$ cat src/rtl/adc_frame_aligner.sv
// Frame aligner for deserialised ADC LVDS lanes: searches for frame lock by
// pulsing bitslip against FRAME_PAT, tracks lock health, and merges each
// channel's two data lanes into one RES-bit sample.
module adc_frame_aligner #(
  parameter int unsigned      N_CH      = 4,
  parameter int unsigned      SER_W     = 8,
  parameter int unsigned      RES       = 14,
  parameter logic [SER_W-1:0] FRAME_PAT = 8'hF0,
  parameter int unsigned      LOCK_CNT  = 4,
  parameter int unsigned      SLIP_WAIT = 3,
  parameter int unsigned      LOSS_CNT  = 3
) (
  input  logic                       CLKDIV,
  input  logic                       cpu_resetn,
  input  logic                       enable,
  input  logic [SER_W-1:0]           frm_data,
  input  logic [N_CH*SER_W-1:0]      lane_d0,
  input  logic [N_CH*SER_W-1:0]      lane_d1,
  input  logic                       err_clr,
  output logic                       bitslip,
  output logic                       aligned,
  output logic                       lock_lost,
  output logic                       search_fail,
  output logic [$clog2(SER_W)-1:0]   slip_cnt,
  output logic [N_CH*RES-1:0]        sample,
  output logic                       sample_valid
);

  localparam int unsigned SLIP_W  = $clog2(SER_W);
  localparam int unsigned MATCH_W = $clog2(LOCK_CNT + 1);
  localparam int unsigned LOSS_W  = $clog2(LOSS_CNT + 1);
  localparam int unsigned WAIT_W  = (SLIP_WAIT > 2) ? $clog2(SLIP_WAIT) : 1;
  localparam int unsigned TOT_MAX = 2 * SER_W;
  localparam int unsigned TOT_W   = $clog2(TOT_MAX + 1);

  typedef enum logic [2:0] {
    ST_IDLE,
    ST_CHECK,
    ST_SLIP,
    ST_WAIT,
    ST_LOCKED
  } state_t;

  state_t              state;
  logic [MATCH_W-1:0]  match_cnt;
  logic [LOSS_W-1:0]   loss_cnt;
  logic [WAIT_W-1:0]   wait_cnt;
  logic [TOT_W-1:0]    total_slip;
  logic [N_CH*RES-1:0] merged;
  logic                frm_match;
  logic                lane_unused;

  assign frm_match = (frm_data == FRAME_PAT);

  // Word bits above RES/2-1 carry no sample data.
  assign lane_unused = ^{lane_d0, lane_d1};

  // Alignment FSM with registered bitslip/aligned and sticky error flags.
  // The check cycle is the last of the SLIP_WAIT bitslip-free cycles, so
  // consecutive pulses during a search are SLIP_WAIT+1 cycles apart.
  always_ff @(posedge CLKDIV or negedge cpu_resetn) begin
    if (!cpu_resetn) begin
      state       <= ST_IDLE;
      bitslip     <= 1'b0;
      aligned     <= 1'b0;
      lock_lost   <= 1'b0;
      search_fail <= 1'b0;
      slip_cnt    <= '0;
      match_cnt   <= '0;
      loss_cnt    <= '0;
      wait_cnt    <= '0;
      total_slip  <= '0;
    end else begin
      bitslip <= 1'b0;
      if (err_clr) begin
        lock_lost   <= 1'b0;
        search_fail <= 1'b0;
      end
      if (!enable) begin
        state   <= ST_IDLE;
        aligned <= 1'b0;
      end else begin
        case (state)
          ST_IDLE: begin
            state      <= ST_CHECK;
            slip_cnt   <= '0;
            total_slip <= '0;
            match_cnt  <= '0;
          end
          ST_CHECK: begin
            if (frm_match) begin
              if (match_cnt == MATCH_W'(LOCK_CNT - 1)) begin
                state     <= ST_LOCKED;
                aligned   <= 1'b1;
                match_cnt <= '0;
                loss_cnt  <= '0;
              end else begin
                match_cnt <= match_cnt + MATCH_W'(1);
              end
            end else begin
              state     <= ST_SLIP;
              bitslip   <= 1'b1;
              match_cnt <= '0;
              slip_cnt  <= (slip_cnt == SLIP_W'(SER_W - 1)) ? '0
                                                            : slip_cnt + SLIP_W'(1);
              if (total_slip != TOT_W'(TOT_MAX)) begin
                total_slip <= total_slip + TOT_W'(1);
              end
              if (total_slip == TOT_W'(TOT_MAX - 1)) begin
                search_fail <= 1'b1;
              end
            end
          end
          ST_SLIP: begin
            wait_cnt <= '0;
            state    <= (SLIP_WAIT > 1) ? ST_WAIT : ST_CHECK;
          end
          ST_WAIT: begin
            if (wait_cnt >= WAIT_W'(SLIP_WAIT - 2)) begin
              state <= ST_CHECK;
            end else begin
              wait_cnt <= wait_cnt + WAIT_W'(1);
            end
          end
          ST_LOCKED: begin
            if (frm_match) begin
              loss_cnt <= '0;
            end else if (loss_cnt == LOSS_W'(LOSS_CNT - 1)) begin
              state     <= ST_CHECK;
              aligned   <= 1'b0;
              lock_lost <= 1'b1;
              loss_cnt  <= '0;
              match_cnt <= '0;
            end else begin
              loss_cnt <= loss_cnt + LOSS_W'(1);
            end
          end
          default: begin
            state   <= ST_IDLE;
            aligned <= 1'b0;
          end
        endcase
      end
    end
  end

  // Lane merge: MSB-first interleave {d1[0], d0[0], d1[1], d0[1], ...}.
  always_comb begin
    merged = '0;
    for (int unsigned c = 0; c < N_CH; c++) begin
      for (int unsigned i = 0; i < RES / 2; i++) begin
        merged[c*RES + RES - 1 - 2*i] = lane_d1[c*SER_W + i];
        merged[c*RES + RES - 2 - 2*i] = lane_d0[c*SER_W + i];
      end
    end
  end

  // Sample register; valid tracks the alignment state of the captured frame.
  always_ff @(posedge CLKDIV or negedge cpu_resetn) begin
    if (!cpu_resetn) begin
      sample       <= '0;
      sample_valid <= 1'b0;
    end else begin
      sample       <= merged;
      sample_valid <= aligned & enable;
    end
  end

endmodule

$ cat config.mk
export PLATFORM = sky130hd
export DESIGN_NAME = adc_frame_aligner
export DESIGN_NICKNAME = d
export VERILOG_FILES = /design/src/rtl/adc_frame_aligner.sv
export SDC_FILE = /design/constraint.sdc
export NUM_CORES = 1
export LEC_CHECK = 0
export BUFFER_PORTS_ARGS = -buffer_cell sky130_fd_sc_hd__buf_2
export CORE_ASPECT_RATIO = 0.6
export CORE_MARGIN = 2
export CORE_UTILIZATION = 40
export DETAILED_ROUTE_END_ITERATION = 6
export PLACE_DENSITY = 0.72
export RECOVER_POWER = 100
export SYNTH_ARGS = -nofsm -noshare
export SYNTH_HDL_FRONTEND = slang
export SYNTH_SLANG_ARGS = --single-unit
$ cat constraint.sdc
create_clock -name CLKDIV -period 2.34 [get_ports CLKDIV]
set_input_delay 0.351 -clock CLKDIV [delete_from_list [all_inputs] [get_ports CLKDIV]]
set_output_delay 0.351 -clock CLKDIV [all_outputs]
set_load 0.005 [all_outputs]
# Word-level counts from Yosys, hierarchy flattened
# Index checks and enable logic that the tools add are counted.
totals:
  ff_bits: 79
  in_bits: 76
  output_inout_bits: 64
  word_cells: 100
op_classes:
  addsub: 5
  magnitude_cmp: 1
  n_eq_ne: 24
  muxes: 44
  n_bitwise: 1
  reduce_logical: 13
ops:
  columns: ["cell", "count"]
  rows:
  - ["3-bit 2-to-1 mux", 12]
  - ["1-bit 2-to-1 mux", 18]
  - ["2-bit inequality test (second input constant)", 8]
  - ["4-bit AND reduction", 4]
  - ["3-bit inequality test (second input constant)", 5]
  - ["3-bit one-hot mux with 5 select lines", 1]
  - ["2-bit 2-to-1 mux", 5]
  - ["5-bit 2-to-1 mux", 2]
  - ["5-bit one-hot mux with 2 select lines", 1]
  - ["3-bit by 2-bit equality test with 1-bit output (second input constant)", 3]
  - ["3-bit one-hot mux with 3 select lines", 1]
  - ["8-bit equality test (second input constant)", 1]
  - ["2-bit one-hot mux with 2 select lines", 2]
  - ["3-bit by 1-bit adder with 3-bit output (second input constant)", 2]
  - ["3-bit equality test (second input constant)", 2]
  - ["3-bit one-hot mux with 2 select lines", 1]
  - ["3-bit AND reduction", 2]
  - ["2-bit nonzero test", 3]
  - ["5-bit by 1-bit adder with 5-bit output (second input constant)", 1]
  - ["5-bit by 4-bit equality test with 1-bit output (second input constant)", 1]
  - ["5-bit inequality test (second input constant)", 1]
  - ["5-bit AND reduction", 1]
  - ["2-bit by 1-bit adder with 2-bit output (second input constant)", 2]
  - ["4-bit inequality test (second input constant)", 1]
  - ["8 further kinds", 8]

# Depth between registers and ports, before layout
# Gate-level depths: netlist of run 1.
logic_depth:
  word_depth: 5
  mapped_depth: 6
  depth_no_buf: 6

# Worst setup path before layout of run 1
# No wires, ideal clock.
synth_timing:
  kind: "register to register"
  from: "register state[0]"
  to: "register total_slip[0]"
  setup_ns: 0.125
  arrival_time_ns: 1.798
  required_time_ns: 2.215
  setup_slack_ns: 0.417
  path_stages_with_launch: 7
  n_path_buf: 2
  path_cell_list: "dfrtp_1 -> buf_6 -> or3b_1 -> buf_2 -> or4_4 -> and2_4 -> mux2_4"
synth_between:
  elab_chain_len: 3
  elab_cells_between_ends: 7
synth_rtl:
  columns: ["element", "line_no", "text"]
  rows:
  - ["start: declaration", "44", "state_t state;"]
  - ["start signal: assignment", "116", "state <= (SLIP_WAIT > 1) ? ST_WAIT : ST_CHECK;"]
  - ["3-bit by 1-bit equality test with 1-bit output / 3-bit logical NOT (equally long branches)", "83", "case (state)"]
  - ["2-bit inequality test (no source line) / 2-bit nonzero test (equally long branches)", null, null]
  - ["4-bit AND reduction (no source line)", null, null]
  - ["end signal: assignment", "107", "total_slip <= total_slip + TOT_W'(1);"]
  - ["end: declaration", "48", "logic [TOT_W-1:0] total_slip;"]
# Several ways; a longest one is shown, not always the timed one.
# A chain may end at the register's enable or synchronous reset.

# Worst setup path after layout of run 1
layout_timing:
  from: "register state[1]"
  to: "register total_slip[0]"
# Same word-level chain as after synthesis.

==> flow_summary.yaml, run 1 <==
yosys:
  synth.avg_cell_area_um2: 15.1
  synthCells: 175
  yosysWarnings: 0
  synth-seq-cells: 79
  synthArstFlopShare_pct: 100
  synth_cell_types: 39
  ys_seq_area_share_pct: 74.7
  synth.net_count: 258
  synth_flop_cell: "dfrtp_1"
  netlist_area_um2: 2650
  synth_edf_count: 0
floorplanning:
  die_h_um: 67.0
  die_width_um: 109
  core_um2: 6250
  die_area_um2: 7310
  start_util_pct: 42.4
  rows: 22
  io_pins: 140
detailed_routing:
  drtPass1Iterations: 4
  drt-wirelength-per-cell_um: 14.6
  antenna_left: 0
  drc: 0
  drt-initial-drc-count: 110
  vias: 1884
  routed_wl_um: 5930
  vias_per_cell: 4.64
clock_tree:
  htreeDepth: 3
  cts-resized-gates: 0
  cts_max_path_buffers: 2
  clk_latency_ns: 0.35
  cts_tree: "built"
  clkTransAtPathRegs_ns: 0.08
  root_buffer: "clkbuf_8"
  cts.sinks: 79
  cts_made_buffers: 9
  postCtsSetupBuffers: 0
  hold_buffers: 0
flow_run:
  cap_violations: 1
power_and_ir_drop:
  switching_power_mw: 0.675
  seq_power_share_pct: 52.0
  swShare_pct: 23.5
  p_comb_share_pct: 10.8
  p_int_mw: 2.20
  p_leak_nw: 1.76
  p_per_area_nw_per_um2: 805
  power_frac_clock_pct: 37.2
  irDropWorstVdd_v: 0.000412
finish:
  fin_nets: 401
  fillCellCount: 560
  drive_above_1_share_pct: 35.4
  num_antenna_cells: 0
  mostFrequentLayoutCells: "buf_2, dfrtp_1, clkbuf_1"
  syn_to_final_growth_pct: 34.7
  final_common_cell: "buf_2"
worst_setup_path:
  criticalPathCategory: "register to register"
  r2r_setup_slack_ns: 0.31
  critPathCaptureType: "register"
  required_ns: 2.57
  r2r_end: "total_slip[0]"
  crit_fanout: 11
  ff2ff_path_depth: 4
  timing.rr.start: "state[1]"
  start_kind: "register"
  cp_data_arrival_time_ns: 2.26
place:
  gp_congestion: 0.789
  io_buffers: 131
  hpwl_um: 4390
sta:
  tns_ns: 0
  rsz0062_at_grt: "no"
  fin_crit_ns: 2.03
  fin_crit_sh_pct: 86.6
  timing.fmax_mhz: 494
  skew_ns: 0.00385
  setup_viol: 0
  timing.hold.ws_ns: 0.101
  drv_slew: 80
  worst_pin_slew_ns: 1.89
  slew-limit-headroom_pct: -25.9
  hold_viol_final: 0
status:
  violations: "capacitance limit, slew limit"
  outcome: "finished, violations left"
global_routing:
  grt_pass1_vias: 1733
  grt_overflow_total: 0
  globalRouteTotalUtil_pct: 16.9
  grt_max_degree: 80
  grt_pass1_wl_um: 8820
  antenna_found_initial: 0
worst_hold_path:
  min_from: "lane_d0[19]"
  hp-class: "input port to register"
  holdPathEnd: "sample[34]"
  hold_depth: 1
-- worst max-delay path, cell delays in order (launching register included) --
cell     delay, ns
dfrtp_1       0.49
or3b_1        0.45
or4_4         0.51
and2_4        0.18
mux2_1        0.29
-- layer usage --
layer | global-route usage [%] | wire [um] | share of wire (%)
met1 | 22.6 | 2770 | 47
met2 | 23.6 | 2490 | 42
met3 | 8.41 | 591 | 10
met5 | 0 | 0 | 0
met4 | 5.77 | 74 | 1.2
-- flip-flops by register name, indices dropped and copies added, names as in the netlist, 2 cells and up --
name,cells
state,3
total_slip,5
slip_cnt,3
wait_cnt,2
sample,56
match_cnt,3
loss_cnt,2
-- cell usage after synthesis, types with 2 or more instances --
master	n	area [um2]
dfrtp_1	79	1980
nor2_1	10	37.5
a22o_1	9	78.8
inv_1	8	30.0
nand2_1	8	30.0
ha_1	7	87.6
a21oi_1	4	20.0
mux2i_1	4	40.0
o21ai_0	4	20.0
nand2b_1	3	18.8
nand4_1	3	18.8
and3_1	2	12.5
mux2_2	2	22.5
nand3_1	2	10.0
nor2b_1	2	12.5
nor3b_1	2	15.0
o22ai_1	2	12.5
o32ai_1	2	17.5
or2b_1	2	15.0
-- through the flow --
| stage | util, % | cell area, um2 | instances | total power, mW | worst slack (ns) |
|---|---|---|---|---|---|
| after floorplan | - | 2650 | 175 | 1.67 | 0.417 |
| after global placement | 54.7 | 3420 | 391 | 1.83 | 0.408 |
| after detailed placement | 54.7 | 3420 | 391 | 1.85 | 0.371 |
| after CTS | 58.1 | 3630 | 406 | 2.92 | 0.378 |
| after global routing | 57.1 | 3570 | 406 | 3.03 | 0.189 |
| final | 57.1 | 3570 | 406 | 2.87 | 0.314 |
-- logic make-up (layout without fill, tap and decap cells) --
| kind of cell | Yosys count | in the layout | synth area share (%) |
|---|---|---|---|
| and+or+nand+nor | 44 | 44 | 9.59 |
| muxes | 7 | 7 | 2.93 |
| xor gates and xnor gates | 1 | 1 | 0.331 |
| DFF | 79 | 79 | 74.7 |
| buffers and inverters | 11 | 158 | 1.89 |
| AOI/OAI and AO/OA | 26 | 26 | 7.28 |
| adders and majority gates | 7 | 7 | 3.31 |
-- how the worst max path moves through the flow --
stage	startpoint	end	slack [ns]
6_report	state[1]	total_slip[0]	0.31
2_1_floorplan	state[0]	total_slip[0]	0.42
3_3_place_gp	state[1]	total_slip[0]	0.41
5_1_grt	state[1]	total_slip[2]	0.19
3_5_place_dp	state[1]	total_slip[0]	0.37
4_1_cts	state[1]	total_slip[0]	0.38
-- layout make-up --
type	instances	area, um2	share of cell area [%]
sequential	79	1980	55.4
multi-input combinational	85	617	17.3
clock buffer	10	128	3.58
inverter	8	30.0	0.842
tap	84	105	2.95
timing repair buffer	135	628	17.6
clock inverter	5	82.6	2.31
-- power groups by stage --
stage               clock, mW  combinational (mW)  sequential, mW
floorplan                   0               0.149            1.52
global placement            0               0.317            1.51
detailed placement          0               0.330            1.52
CTS                      1.10               0.331            1.49
global route             1.17               0.352            1.50
finish                   1.07               0.310            1.49
Note: power is estimated with default switching activity, not from simulation.
==> run 2, diff against run 1 <==
--- a/config.mk
+++ b/config.mk
@@ -9,6 +9,7 @@
 export CORE_ASPECT_RATIO = 0.6
 export CORE_MARGIN = 2
 export CORE_UTILIZATION = 40
+export CTS_BUF_LIST = sky130_fd_sc_hd__clkbuf_4
 export DETAILED_ROUTE_END_ITERATION = 6
 export PLACE_DENSITY = 0.72
 export RECOVER_POWER = 100
==> run 2 against run 1 <==
  * The run still ends with capacitance limit, slew limit left
  * Flip-flop and latch count did not move
  * Sequential power barely moved
  * Final cell count rose by 14%
  * Combinational power rose by 27%
  * Die area did not move
  * Non-clock buffer count rose by 56
  * Utilization rose by 8.1 points
  * Sequential share of layout area fell by 6.9 points
  * Critical path depth did not move
  * Final area rose by 14%
  * Maximum frequency rose by 0.12%
  * Clock skew rose by 0.0060 ns
  * Highest routed layer unchanged
==> flow_summary.yaml, run 2 (synthesis results as in run 1) <==
power_and_ir_drop:
  p_per_area_nw_per_um2: 686
  irDropWorstVdd_v: 0.000326
  p_leak_nw: 1.97
clock_tree:
  cts_max_path_buffers: 2
  cts.sinks: 79
  cts_tree: "built"
  postCtsSetupBuffers: 0
  cts_made_buffers: 9
  root_buffer: "clkbuf_4"
  clkTransAtPathRegs_ns: 0.12
  htreeDepth: 3
  clk_latency_ns: 0.43
detailed_routing:
  drt-wirelength-per-cell_um: 15.8
  antenna_left: 0
  routed_wl_um: 7300
  drt-initial-drc-count: 119
  drtPass1Iterations: 4
  vias_per_cell: 4.63
  drc: 0
  vias: 2141
sta:
  fin_crit_sh_pct: 86.5
  skew_ns: 0.00988
  timing.fmax_mhz: 494
  worst_pin_slew_ns: 1.89
  setup_viol: 0
  hold_viol_final: 0
  tns_ns: 0
  slew-limit-headroom_pct: -25.8
  worst_slack_ns: 0.316
  fin_crit_ns: 2.02
  drv_slew: 80
  rsz0062_at_grt: "no"
worst_setup_path:
  required_ns: 2.66
  crit_fanout: 11
  cp_data_arrival_time_ns: 2.35
  start_kind: "register"
  r2r_setup_slack_ns: 0.32
  crit_path_top_delay_cell: "or4_4"
  cpPeakStageDelay_ns: 0.51
  crit_path_start: "state[1]"
  criticalPathCategory: "register to register"
  path_cells: "or3b_1 > or4_4 > and2_4 > mux2_1"
  critPathCaptureType: "register"
  timing.rr.start: "state[1]"
floorplanning:
  core_um2: 6250
  io_pins: 140
  die_area_um2: 7310
  die_h_um: 67.0
  die_width_um: 109
  start_util_pct: 42.4
  rows: 22
finish:
  top_regs: "sample: 56 flops, total_slip: 5 flops"
  fin_nets: 457
  largest_reg_flops: 56
  final_area_um2: 4070
  largest_register: "sample"
  num_antenna_cells: 0
  final_common_cell: "buf_2"
  mostFrequentLayoutCells: "buf_2, dfrtp_1, dlygate4sd3_1"
  drive_above_1_share_pct: 29.6
  syn_to_final_growth_pct: 53.9
global_routing:
  grt_pass1_wl_um: 9810
  grt_max_degree: 80
  globalRouteTotalUtil_pct: 18.8
  antenna_found_initial: 0
  grt_pass1_vias: 1921
  grt_overflow_total: 0
place:
  pre_cts_ws_ns: 0.371
  hpwl_um: 4390
  io_buffers: 131
  gp_congestion: 0.789
  place_area_um2: 3420
status:
  outcome: "finished, violations left"
  violations: "capacitance limit, slew limit"
worst_hold_path:
  hp-class: "input port to register"
  min_from: "err_clr"
flow_run:
  cap_violations: 1
-- run 2: cell count changes in the layout (fill, tap and decap cells not counted) --
cell,before,now
buf_2,93,89
clkbuf_1,41,43
dlygate4sd3_1,0,56
buf_4,1,2
clkbuf_8,9,0
clkbuf_4,0,10
-- run 2: path summary, 6_finish.rpt --
| path | end | cells after the start |
|---|---|---|
| max in group asynchronous | sample[27] | 1 |
| hold / removal | lock_lost | 3 |
| min in group asynchronous | sample[54] | 1 |
| hold reg to reg | match_cnt[0] | 1 |
| setup reg to reg | total_slip[0] | 4 |
| setup / recovery | total_slip[0] | 4 |
-- run 2: per-layer routing --
layer / vias to the layer above / GRT usage, % / routed length (um)
met3: 16 / 9.39 / 673
met4: 0 / 4.33 / 152
li1: 1011 / - / -
met2: 91 / 29.7 / 3340
met5: - / 0 / 0
met1: 1023 / 23.3 / 3130
-- run 2: area by class of cell --
cell class,count,area [um2]
fill,491,2170
multi-input combinational,85,617
clock buffer,10,75.1
inverter,8,30.0
sequential,79,1980
timing repair buffer,191,1190
clock inverter,5,82.6
tap,84,105
-- run 2: what timing repair did --
action	4_1_cts	5_1_grt
hold buffers	39	17
gates resized for setup	0	0
hold endpoints to repair	39	17
-- run 2: through the flow --
stage | cells | total power, mW | utilization, % | hold slack [ns]
global route | 462 | 2.94 | 65.2 | 0.178
global placement | 391 | 1.83 | 54.7 | 0.459
detailed placement | 391 | 1.85 | 54.7 | 0.460
finish | 462 | 2.79 | 65.2 | 0.194
floorplan | 175 | 1.67 | - | 0.0554
CTS | 445 | 2.80 | 63.5 | 0.0000103
-- run 2: where the power goes --
part	internal (mW)	switching [mW]	total (mW)
registers	1.45	0.0466	1.50
logic	0.210	0.183	0.393
clock network	0.444	0.460	0.904
-- run 2: critical path, delay by kind of cell, from the launching register on --
kind	cells	cell delay (ns)
DFF	1	0.50
muxes	1	0.29
and+or+nand+nor	3	1.14
